### src/rtl/mem_port_arbiter_if.sv
// Bus bundle between the CPU fetch/load-store ports, the arbiter and the single-port RAM.
// The master side is the CPU plus RAM; the slave side is the arbiter.
interface mem_port_arbiter_if #(
    parameter int AW = 32,
    parameter int DW = 32
);
    logic              m0_req;
    logic [AW-1:0]     m0_addr;
    logic              m0_gnt;
    logic              m0_rvalid;
    logic [DW-1:0]     m0_rdata;

    logic              m1_req;
    logic              m1_we;
    logic [AW-1:0]     m1_addr;
    logic [DW-1:0]     m1_wdata;
    logic [DW/8-1:0]   m1_wstrb;
    logic              m1_gnt;
    logic              m1_rvalid;
    logic [DW-1:0]     m1_rdata;

    logic              mem_en;
    logic              mem_we;
    logic [AW-1:0]     mem_addr;
    logic [DW-1:0]     mem_wdata;
    logic [DW/8-1:0]   mem_wstrb;
    logic [DW-1:0]     mem_rdata;

    modport master (
        output m0_req, m0_addr, m1_req, m1_we, m1_addr, m1_wdata, m1_wstrb, mem_rdata,
        input  m0_gnt, m0_rvalid, m0_rdata, m1_gnt, m1_rvalid, m1_rdata,
        input  mem_en, mem_we, mem_addr, mem_wdata, mem_wstrb
    );

    modport slave (
        input  m0_req, m0_addr, m1_req, m1_we, m1_addr, m1_wdata, m1_wstrb, mem_rdata,
        output m0_gnt, m0_rvalid, m0_rdata, m1_gnt, m1_rvalid, m1_rdata,
        output mem_en, mem_we, mem_addr, mem_wdata, mem_wstrb
    );
endinterface

### src/rtl/mem_port_arbiter.sv
// Shares one single-port synchronous RAM between the fetch port (m0) and the load/store port (m1).
// Data has priority; a saturating starvation counter forces a fetch grant after STARVE_MAX data wins.
module mem_port_arbiter #(
    parameter int AW         = 32,
    parameter int DW         = 32,
    parameter int MEM_LAT    = 1,
    parameter int STARVE_MAX = 4
) (
    input  logic              clk,
    input  logic              rstn,
    mem_port_arbiter_if.slave bus
);
    typedef enum logic {IDLE = 1'b0, WAIT = 1'b1} state_t;

    localparam logic [2:0] LAT  = 3'(MEM_LAT);
    localparam logic [3:0] SMAX = 4'(STARVE_MAX);

    state_t          state_q, state_d;
    logic [2:0]      lat_cnt_q, lat_cnt_d;
    logic [3:0]      starve_cnt_q, starve_cnt_d;
    logic            owner_q, owner_d;

    logic            rd_done, arb_ok, pick_m0, gnt0, gnt1, is_write;
    logic [AW-1:0]   addr_sel;
    logic [DW-1:0]   wdata_sel;
    logic [DW/8-1:0] wstrb_sel;

    // Arbitration is open in IDLE and on the last cycle of an outstanding read.
    always_comb begin
        rd_done   = (state_q == WAIT) && (lat_cnt_q == LAT);
        arb_ok    = rstn && ((state_q == IDLE) || rd_done);
        pick_m0   = bus.m0_req && (!bus.m1_req || (starve_cnt_q == SMAX));
        gnt0      = arb_ok && pick_m0;
        gnt1      = arb_ok && bus.m1_req && !pick_m0;
        is_write  = gnt1 && bus.m1_we;
        addr_sel  = gnt0 ? bus.m0_addr : bus.m1_addr;
        wdata_sel = is_write ? bus.m1_wdata : '0;
        wstrb_sel = is_write ? bus.m1_wstrb : '0;
    end

    assign bus.m0_gnt    = gnt0;
    assign bus.m1_gnt    = gnt1;
    assign bus.mem_en    = gnt0 || gnt1;
    assign bus.mem_we    = is_write;
    assign bus.mem_addr  = addr_sel;
    assign bus.mem_wdata = wdata_sel;
    assign bus.mem_wstrb = wstrb_sel;
    assign bus.m0_rvalid = rd_done && !owner_q;
    assign bus.m1_rvalid = rd_done && owner_q;
    assign bus.m0_rdata  = (rd_done && !owner_q) ? bus.mem_rdata : '0;
    assign bus.m1_rdata  = (rd_done && owner_q) ? bus.mem_rdata : '0;

    always_comb begin
        state_d      = state_q;
        lat_cnt_d    = lat_cnt_q;
        owner_d      = owner_q;
        starve_cnt_d = starve_cnt_q;
        if ((gnt0 || gnt1) && !is_write) begin
            state_d   = WAIT;
            lat_cnt_d = 3'd1;
            owner_d   = gnt1;
        end else if (rd_done || (state_q == IDLE)) begin
            state_d   = IDLE;
            lat_cnt_d = '0;
        end else begin
            lat_cnt_d = lat_cnt_q + 3'd1;
        end
        // Only data wins taken while a fetch is waiting count as starvation.
        if (gnt0) begin
            starve_cnt_d = '0;
        end else if (gnt1 && bus.m0_req && (starve_cnt_q != SMAX)) begin
            starve_cnt_d = starve_cnt_q + 4'd1;
        end
    end

    always_ff @(posedge clk or negedge rstn) begin
        if (!rstn) begin
            state_q      <= IDLE;
            lat_cnt_q    <= '0;
            starve_cnt_q <= '0;
            owner_q      <= 1'b0;
        end else begin
            state_q      <= state_d;
            lat_cnt_q    <= lat_cnt_d;
            starve_cnt_q <= starve_cnt_d;
            owner_q      <= owner_d;
        end
    end
endmodule

### src/flat_wrapper.sv
// flat-port wrapper written by rule: the top's interface ports become plain ports
module mem_port_arbiter_flat 
#(
    parameter int AW         = 32,
    parameter int DW         = 32,
    parameter int MEM_LAT    = 1,
    parameter int STARVE_MAX = 4
)
  (clk, rstn, bus_m0_req, bus_m0_addr, bus_m1_req, bus_m1_we, bus_m1_addr, bus_m1_wdata, bus_m1_wstrb, bus_mem_rdata, bus_m0_gnt, bus_m0_rvalid, bus_m0_rdata, bus_m1_gnt, bus_m1_rvalid, bus_m1_rdata, bus_mem_en, bus_mem_we, bus_mem_addr, bus_mem_wdata, bus_mem_wstrb);
  mem_port_arbiter_if #(.AW(AW), .DW(DW)) bus_i ();
  input  logic clk;
  input  logic rstn;
  input wire logic [$bits(bus_i.m0_req)-1:0] bus_m0_req;
  input wire logic [$bits(bus_i.m0_addr)-1:0] bus_m0_addr;
  input wire logic [$bits(bus_i.m1_req)-1:0] bus_m1_req;
  input wire logic [$bits(bus_i.m1_we)-1:0] bus_m1_we;
  input wire logic [$bits(bus_i.m1_addr)-1:0] bus_m1_addr;
  input wire logic [$bits(bus_i.m1_wdata)-1:0] bus_m1_wdata;
  input wire logic [$bits(bus_i.m1_wstrb)-1:0] bus_m1_wstrb;
  input wire logic [$bits(bus_i.mem_rdata)-1:0] bus_mem_rdata;
  output wire logic [$bits(bus_i.m0_gnt)-1:0] bus_m0_gnt;
  output wire logic [$bits(bus_i.m0_rvalid)-1:0] bus_m0_rvalid;
  output wire logic [$bits(bus_i.m0_rdata)-1:0] bus_m0_rdata;
  output wire logic [$bits(bus_i.m1_gnt)-1:0] bus_m1_gnt;
  output wire logic [$bits(bus_i.m1_rvalid)-1:0] bus_m1_rvalid;
  output wire logic [$bits(bus_i.m1_rdata)-1:0] bus_m1_rdata;
  output wire logic [$bits(bus_i.mem_en)-1:0] bus_mem_en;
  output wire logic [$bits(bus_i.mem_we)-1:0] bus_mem_we;
  output wire logic [$bits(bus_i.mem_addr)-1:0] bus_mem_addr;
  output wire logic [$bits(bus_i.mem_wdata)-1:0] bus_mem_wdata;
  output wire logic [$bits(bus_i.mem_wstrb)-1:0] bus_mem_wstrb;
  assign bus_i.m0_req = bus_m0_req;
  assign bus_i.m0_addr = bus_m0_addr;
  assign bus_i.m1_req = bus_m1_req;
  assign bus_i.m1_we = bus_m1_we;
  assign bus_i.m1_addr = bus_m1_addr;
  assign bus_i.m1_wdata = bus_m1_wdata;
  assign bus_i.m1_wstrb = bus_m1_wstrb;
  assign bus_i.mem_rdata = bus_mem_rdata;
  assign bus_m0_gnt = bus_i.m0_gnt;
  assign bus_m0_rvalid = bus_i.m0_rvalid;
  assign bus_m0_rdata = bus_i.m0_rdata;
  assign bus_m1_gnt = bus_i.m1_gnt;
  assign bus_m1_rvalid = bus_i.m1_rvalid;
  assign bus_m1_rdata = bus_i.m1_rdata;
  assign bus_mem_en = bus_i.mem_en;
  assign bus_mem_we = bus_i.mem_we;
  assign bus_mem_addr = bus_i.mem_addr;
  assign bus_mem_wdata = bus_i.mem_wdata;
  assign bus_mem_wstrb = bus_i.mem_wstrb;
  mem_port_arbiter #(.AW(AW), .DW(DW), .MEM_LAT(MEM_LAT), .STARVE_MAX(STARVE_MAX)) u_core (.clk(clk), .rstn(rstn), .bus(bus_i));
endmodule
### config.mk
export PLATFORM = sky130hd
export DESIGN_NAME = mem_port_arbiter_flat
export DESIGN_NICKNAME = d
export VERILOG_FILES = /design/src/rtl/mem_port_arbiter_if.sv /design/src/rtl/mem_port_arbiter.sv /design/src/flat_wrapper.sv
export SDC_FILE = /design/constraint.sdc
export NUM_CORES = 1
export LEC_CHECK = 0
export CAP_MARGIN = 20
export CORE_AREA = 2 2 107 109
export CTS_CLUSTER_SIZE = 8
export DETAILED_ROUTE_END_ITERATION = 10
export DIE_AREA = 0 0 109 111
export GPL_ROUTABILITY_DRIVEN = 0
export SYNTH_ARGS = -nofsm -noshare
export SYNTH_HDL_FRONTEND = slang
export SYNTH_SLANG_ARGS = --single-unit
### constraint.sdc
create_clock -name clk -period 3 [get_ports clk]
set_clock_uncertainty 0.15 [all_clocks]
set_input_delay 0.9 -clock clk [delete_from_list [all_inputs] [get_ports clk]]
set_output_delay 0.9 -clock clk [all_outputs]
set_load 0.05 [all_outputs]
== Word-level counts from Yosys, hierarchy flattened ==
Cells that the tools add are included.

* Bits in latches: 0
* Word-level logic and storage cells: 42
* ROM bits: 0
* Bits of input ports: 137
* Bits in registers: 9
* Bits in writable memories: 0
* Output and inout bits: 138
* Memories: 0

* Mux-type cells: 11
* Shift operators: 0
* Add/sub/neg operators: 2
* Eq/ne operators: 3
* Bitwise operators: 1
* Reduce and logical (&&, ||, !) cells: 21
* $lt $le $gt $ge: 0
* Div/mod/pow operators: 0
* $mul: 0

{| class="wikitable"
|+ Operator list
! cell !! count
|-
| $mux 32 || 4
|-
| $logic_and 1x1->1 || 12
|-
| $mux 4 || 3
|-
| $mux 3 || 2
|-
| $add 4x1->4 const B || 1
|-
| $eq 4x3->1 const B || 1
|-
| $logic_not 1->1 || 4
|-
| $ne 4x3->1 const B || 1
|-
| $reduce_bool 2->1 || 2
|-
| $add 3x1->3 const B || 1
|-
| $eq 3x1->1 const B || 1
|-
| $logic_or 1x1->1 || 3
|-
| $mux 1 || 2
|-
| $not 1->1 || 1
|}

== Depth between registers and ports, before layout ==
* Depth in word-level cells: 10
* Mapped depth: 8
* Gate-level depth less buffers: 7

== Worst setup path after synthesis ==
No wires, ideal clock.

* Path kind: input -> output
* Start point: input port bus_m0_req
* End point: output port bus_mem_wdata[22]
* Arrival: 2.295 ns
* Setup slack: -0.345 ns
* Stages on the path: 4
* Buffers on the path: 1
* Path through: and4b_4 > a2111oi_4 > buf_2 > and3_1

* Word-level cells in the longest chain between the ends: 5

{| class="wikitable"
|+ Ends and longest elaborated chain
! element !! line !! RTL
|-
| from (decl) || flat_wrapper.sv:13 || <nowiki>input wire logic [$bits(bus_i.m0_req)-1:0] bus_m0_req;</nowiki>
|-
| $logic_and 1x1->1 || mem_port_arbiter.sv:32 || <nowiki>pick_m0 = bus.m0_req && (!bus.m1_req || (starve_cnt_q == SMAX));</nowiki>
|-
| $logic_not 1->1 || mem_port_arbiter.sv:34 || <nowiki>gnt1 = arb_ok && bus.m1_req && !pick_m0;</nowiki>
|-
| $logic_and 1x1->1 || mem_port_arbiter.sv:34 ||
|-
| net bus_m1_gnt || flat_wrapper.sv:24 || <nowiki>output wire logic [$bits(bus_i.m1_gnt)-1:0] bus_m1_gnt;</nowiki>
|-
| $logic_and 1x1->1 || mem_port_arbiter.sv:35 || <nowiki>is_write = gnt1 && bus.m1_we;</nowiki>
|-
| $mux 32 || mem_port_arbiter.sv:37 || <nowiki>wdata_sel = is_write ? bus.m1_wdata : '0;</nowiki>
|-
| to (decl) || flat_wrapper.sv:30 || <nowiki>output wire logic [$bits(bus_i.mem_wdata)-1:0] bus_mem_wdata;</nowiki>
|}

The timed path passes the listed nets, and every way through them passes these cells.

== Worst setup path after layout ==
* Start point: input port bus_m0_req
* End point: output port bus_mem_wdata[22]

* Word-level cells in the longest chain between the ends: 5

{| class="wikitable"
|+ Ends and longest elaborated chain
! element !! line
|-
| $logic_and 1x1->1 || mem_port_arbiter.sv:32
|-
| $logic_not 1->1 || mem_port_arbiter.sv:34
|-
| $logic_and 1x1->1 || mem_port_arbiter.sv:34
|-
| $logic_and 1x1->1 || mem_port_arbiter.sv:35
|-
| $mux 32 || mem_port_arbiter.sv:37
|}

No other way between the ends.

==> impl_metrics.csv <==
group,metric,value,unit
cells_and_area,nets,648,
routing,drc,0,
synthesis,ys_seq_elements,9,
cells_and_area,area_growth,298,%
floorplanning,core_area,11100,µm²
synthesis,synth_xor_area_share,0.534,%
grt,track_usage,16.3,%
sta,rsz0062_at_grt,"true",
floorplanning,dieArea,12100,µm²
power_and_ir_drop,netSwitchingPower,1400,µW
power_and_ir_drop,irDropWorstVdd,271,µV
worst_setup_path,worst_r2r_path_depth,10,
clocking,hold_buffers,0,
grt,antenna_found_initial,0,
synthesis,synth_top_family_by_area,"simple AND/OR/NAND/NOR gates",
cells_and_area,fillCellCount,865,
power_and_ir_drop,swShare,46.1,%
worst_setup_path,slowest_delay,0.25,ns
clocking,clock-sinks,9,
synthesis,syn_avg_cell_area,7.97,µm²
worst_setup_path,cp_max_fo,5,
cells_and_area,n_antenna_cell,0,
routing,wl,10.4,mm
placed_design,io_buffers,274,
floorplanning,rows,39,
placed_design,dp_slack,-0.637,ns
clocking,clock-root-buffer,"clkbuf_16",
floorplanning,start_util,14.8,%
sta,period_share,106,%
worst_setup_path,critPathKind,"input pin to output pin",
power_and_ir_drop,p_comb_share,84.9,%
routing,routedWlPerCell,16.0,µm
status,status,"complete, but fails checks",
synthesis,synthCells,206,
synthesis,synth_seq_area_share,13.7,%
floorplanning,die_height,111,µm
sta,maxClockFrequency,0.314,GHz
clocking,cts_tree,"done",
routing,vias_per_cell,4.21,
worst_setup_path,crit_chain,"buf_8 > and4b_4 > a2111oi_4 > buf_6 > bufbuf_16 > and3_4 > buf_12",
power_and_ir_drop,p_int,1640,µW
sta,finalCriticalPeriod,3.19,ns
worst_setup_path,reg2reg_to,"u_core.starve_cnt_q[3]",
clocking,insertion_delay,0.23,ns
clocking,clock_path_buffers,2,
worst_setup_path,cp-start-kind,"input pin",
routing,firstDrtPassIters,4,
synthesis,synth_fp_nets,347,
worst_hold_path,whs_endpoint,"u_core.starve_cnt_q[3]",
synthesis,ys_types,32,
synthesis,synthAdderAreaFrac,3.05,%
sta,hold_viol,0,
sta,worst_slack,-0.186,ns
synthesis,synthMuxAreaShare,22.0,%
floorplanning,fp.dieW,109,µm
worst_hold_path,worstHoldStart,"u_core.starve_cnt_q[3]",
grt,grt_overflow,0,
power_and_ir_drop,seqPwrFrac,7.4,%
placed_design,dpl.hpwl,8.20,mm
status,violations,"setup timing",
clocking,ctsHtreeMaxLevel,1,
cells_and_area,mostFrequentLayoutCells,"clkdlybuf4s50_1 (132), buf_12 (115), and2_1 (64)",
worst_hold_path,holdCritPathClass,"flop to flop",
worst_setup_path,reg2reg_setup_slack,0.80,ns
sta,setup_violations,69,
synthesis,yosys_warnings,0,
worst_setup_path,cp_slowest_cell,"bufbuf_16",
synthesis,async_reset_ff_share,100,%
routing,drtIter0Drc,108,
routing,num_vias,2731,
power_and_ir_drop,total_power,3040,µW
placed_design,dp.cells,628,
sta,drv_slew,0,
routing,ant_nets,0,
power_and_ir_drop,p_leak,0.00276,µW
cells_and_area,final_util,58.9,%
grt,grt_pass1_wl,15.6,mm
synthesis,ys.flop_type,"dfrtp_1",
grt,grt_pass1_vias,3005,
run,max_cap_viol_count,0,
floorplanning,ioPinCount,275,
clocking,numCtsBuffers,3,
clocking,clkTransAtPathRegs,0.04,ns
worst_setup_path,end_kind,"output pin",
placed_design,placed_area,5870,µm²
sta,worst_pin_slew,0.256,ns
worst_setup_path,arrival,2.14,ns
cells_and_area,layout_commonest_cell,"clkdlybuf4s50_1",
power_and_ir_drop,clkPwrFrac,7.7,%
worst_setup_path,reg2reg_from,"u_core.starve_cnt_q[0]",
synthesis,synth-simple-area-share,46.4,%
synthesis,synth_edf_count,0,
cells_and_area,drive_above_1_share,51.8,%
power_and_ir_drop,power.density,465,nW/µm²
synthesis,synth_compound_area_share,7.01,%
cells_and_area,stdcell_count,649,
cells_and_area,design_area,6530,µm²
worst_setup_path,worst_ep_required_time,1.95,ns
worst_hold_path,hold-path-cell-count,1,
grt,grt_max_degree,34,
synthesis,synth.cell_area,1640,µm²
sta,slew_headroom,82.9,%
-- registers in the layout (all words and copies together), names as in the netlist --
| signal | cells |
|---|---|
| u_core.owner_q | 1 |
| u_core.state_q | 1 |
| u_core.lat_cnt_q | 3 |
| u_core.starve_cnt_q | 4 |
-- synth_stat cells, types with 2 or more instances --
cell      number  area, µm²
mux2_1         3       33.8
and2_1        64        400
ha_1           4       50.1
and3_1        38        238
nand2b_4       2       27.5
nor2_1         4       15.0
dfrtp_1        9        225
mux2_2        29        327
o21ai_0        2       10.0
nand2_1        7       26.3
a31oi_1        2       12.5
buf_2          3       15.0
nand2b_1       2       12.5
a21o_1         2       15.0
clkbuf_1      10       37.5
buf_6          3       33.8
nand3_1        2       10.0
inv_1          6       22.5
-- critical path: cells and delay by family --
family / cells / cell delay (ns)
AND/OR/NAND/NOR: 2 / 0.39
buffers and inverters: 4 / 0.65
AO/OA/AOI/OAI: 1 / 0.19
-- worst max path at each step --
stage                from           endpoint  slack [ns]  cells after the start
5_1_grt              rstn   bus_mem_addr[30]       -0.22                      9
3_3_place_gp         rstn   bus_mem_addr[30]       -0.63                      8
6_report       bus_m0_req  bus_mem_wdata[22]       -0.19                      7
4_1_cts        bus_m0_req  bus_mem_wdata[23]       -0.30                      9
2_1_floorplan  bus_m0_req  bus_mem_wdata[12]       -0.07                      5
3_5_place_dp         rstn  bus_mem_wdata[19]       -0.64                      7
-- through the flow --
step,TNS [ns],hold WS (ns)
after CTS,-13.66,0.349
final,-8.44,0.360
after floorplan,-0.995,0.301
after global routing,-10.95,0.406
after detailed placement,-43.15,0.344
after global placement,-42.65,0.342
-- power groups by stage --
| stage | clock (µW) | combinational, µW | sequential, µW |
|---|---|---|---|
| after floorplan | 0 | 1220 | 203 |
| after global placement | 0 | 2350 | 216 |
| after detailed placement | 0 | 2370 | 219 |
| after CTS | 237 | 2610 | 218 |
| after global routing | 245 | 2690 | 231 |
| final | 233 | 2580 | 225 |
-- metal layers --
| metal | vias up | track usage, % | share of wire (%) |
|---|---|---|---|
| met1 | 1250 | 16.3 | 33 |
| met5 | - | 0 | 0 |
| met4 | 0 | 3.85 | 1.1 |
| li1 | 1308 | - | - |
| met2 | 163 | 32.1 | 55 |
| met3 | 10 | 4.82 | 11 |
-- cells by family after synthesis --
kind of cell,after synthesis
compound gates,13
xor+xnor,1
fa+ha+maj,4
buf+inv,24
flops,9
mux,32
simple gates,123
-- what timing repair did --
action,CTS,global route
pin swaps,32,2
buffers inserted,15,5
gates resized for setup,111,19
hold endpoints to repair,0,0
gates cloned,5,0
endpoints found under the setup margin,72,89
-- cell type report --
type	count	area (µm²)	share of cell area, %
tap	143	179	2.74
timing repair buffer	313	4390	67.2
sequential	9	225	3.45
inverter	7	33.8	0.518
multi-input combinational	173	1630	24.9
clock buffer	4	78.8	1.21
Power figures use the tool's default switching activity.
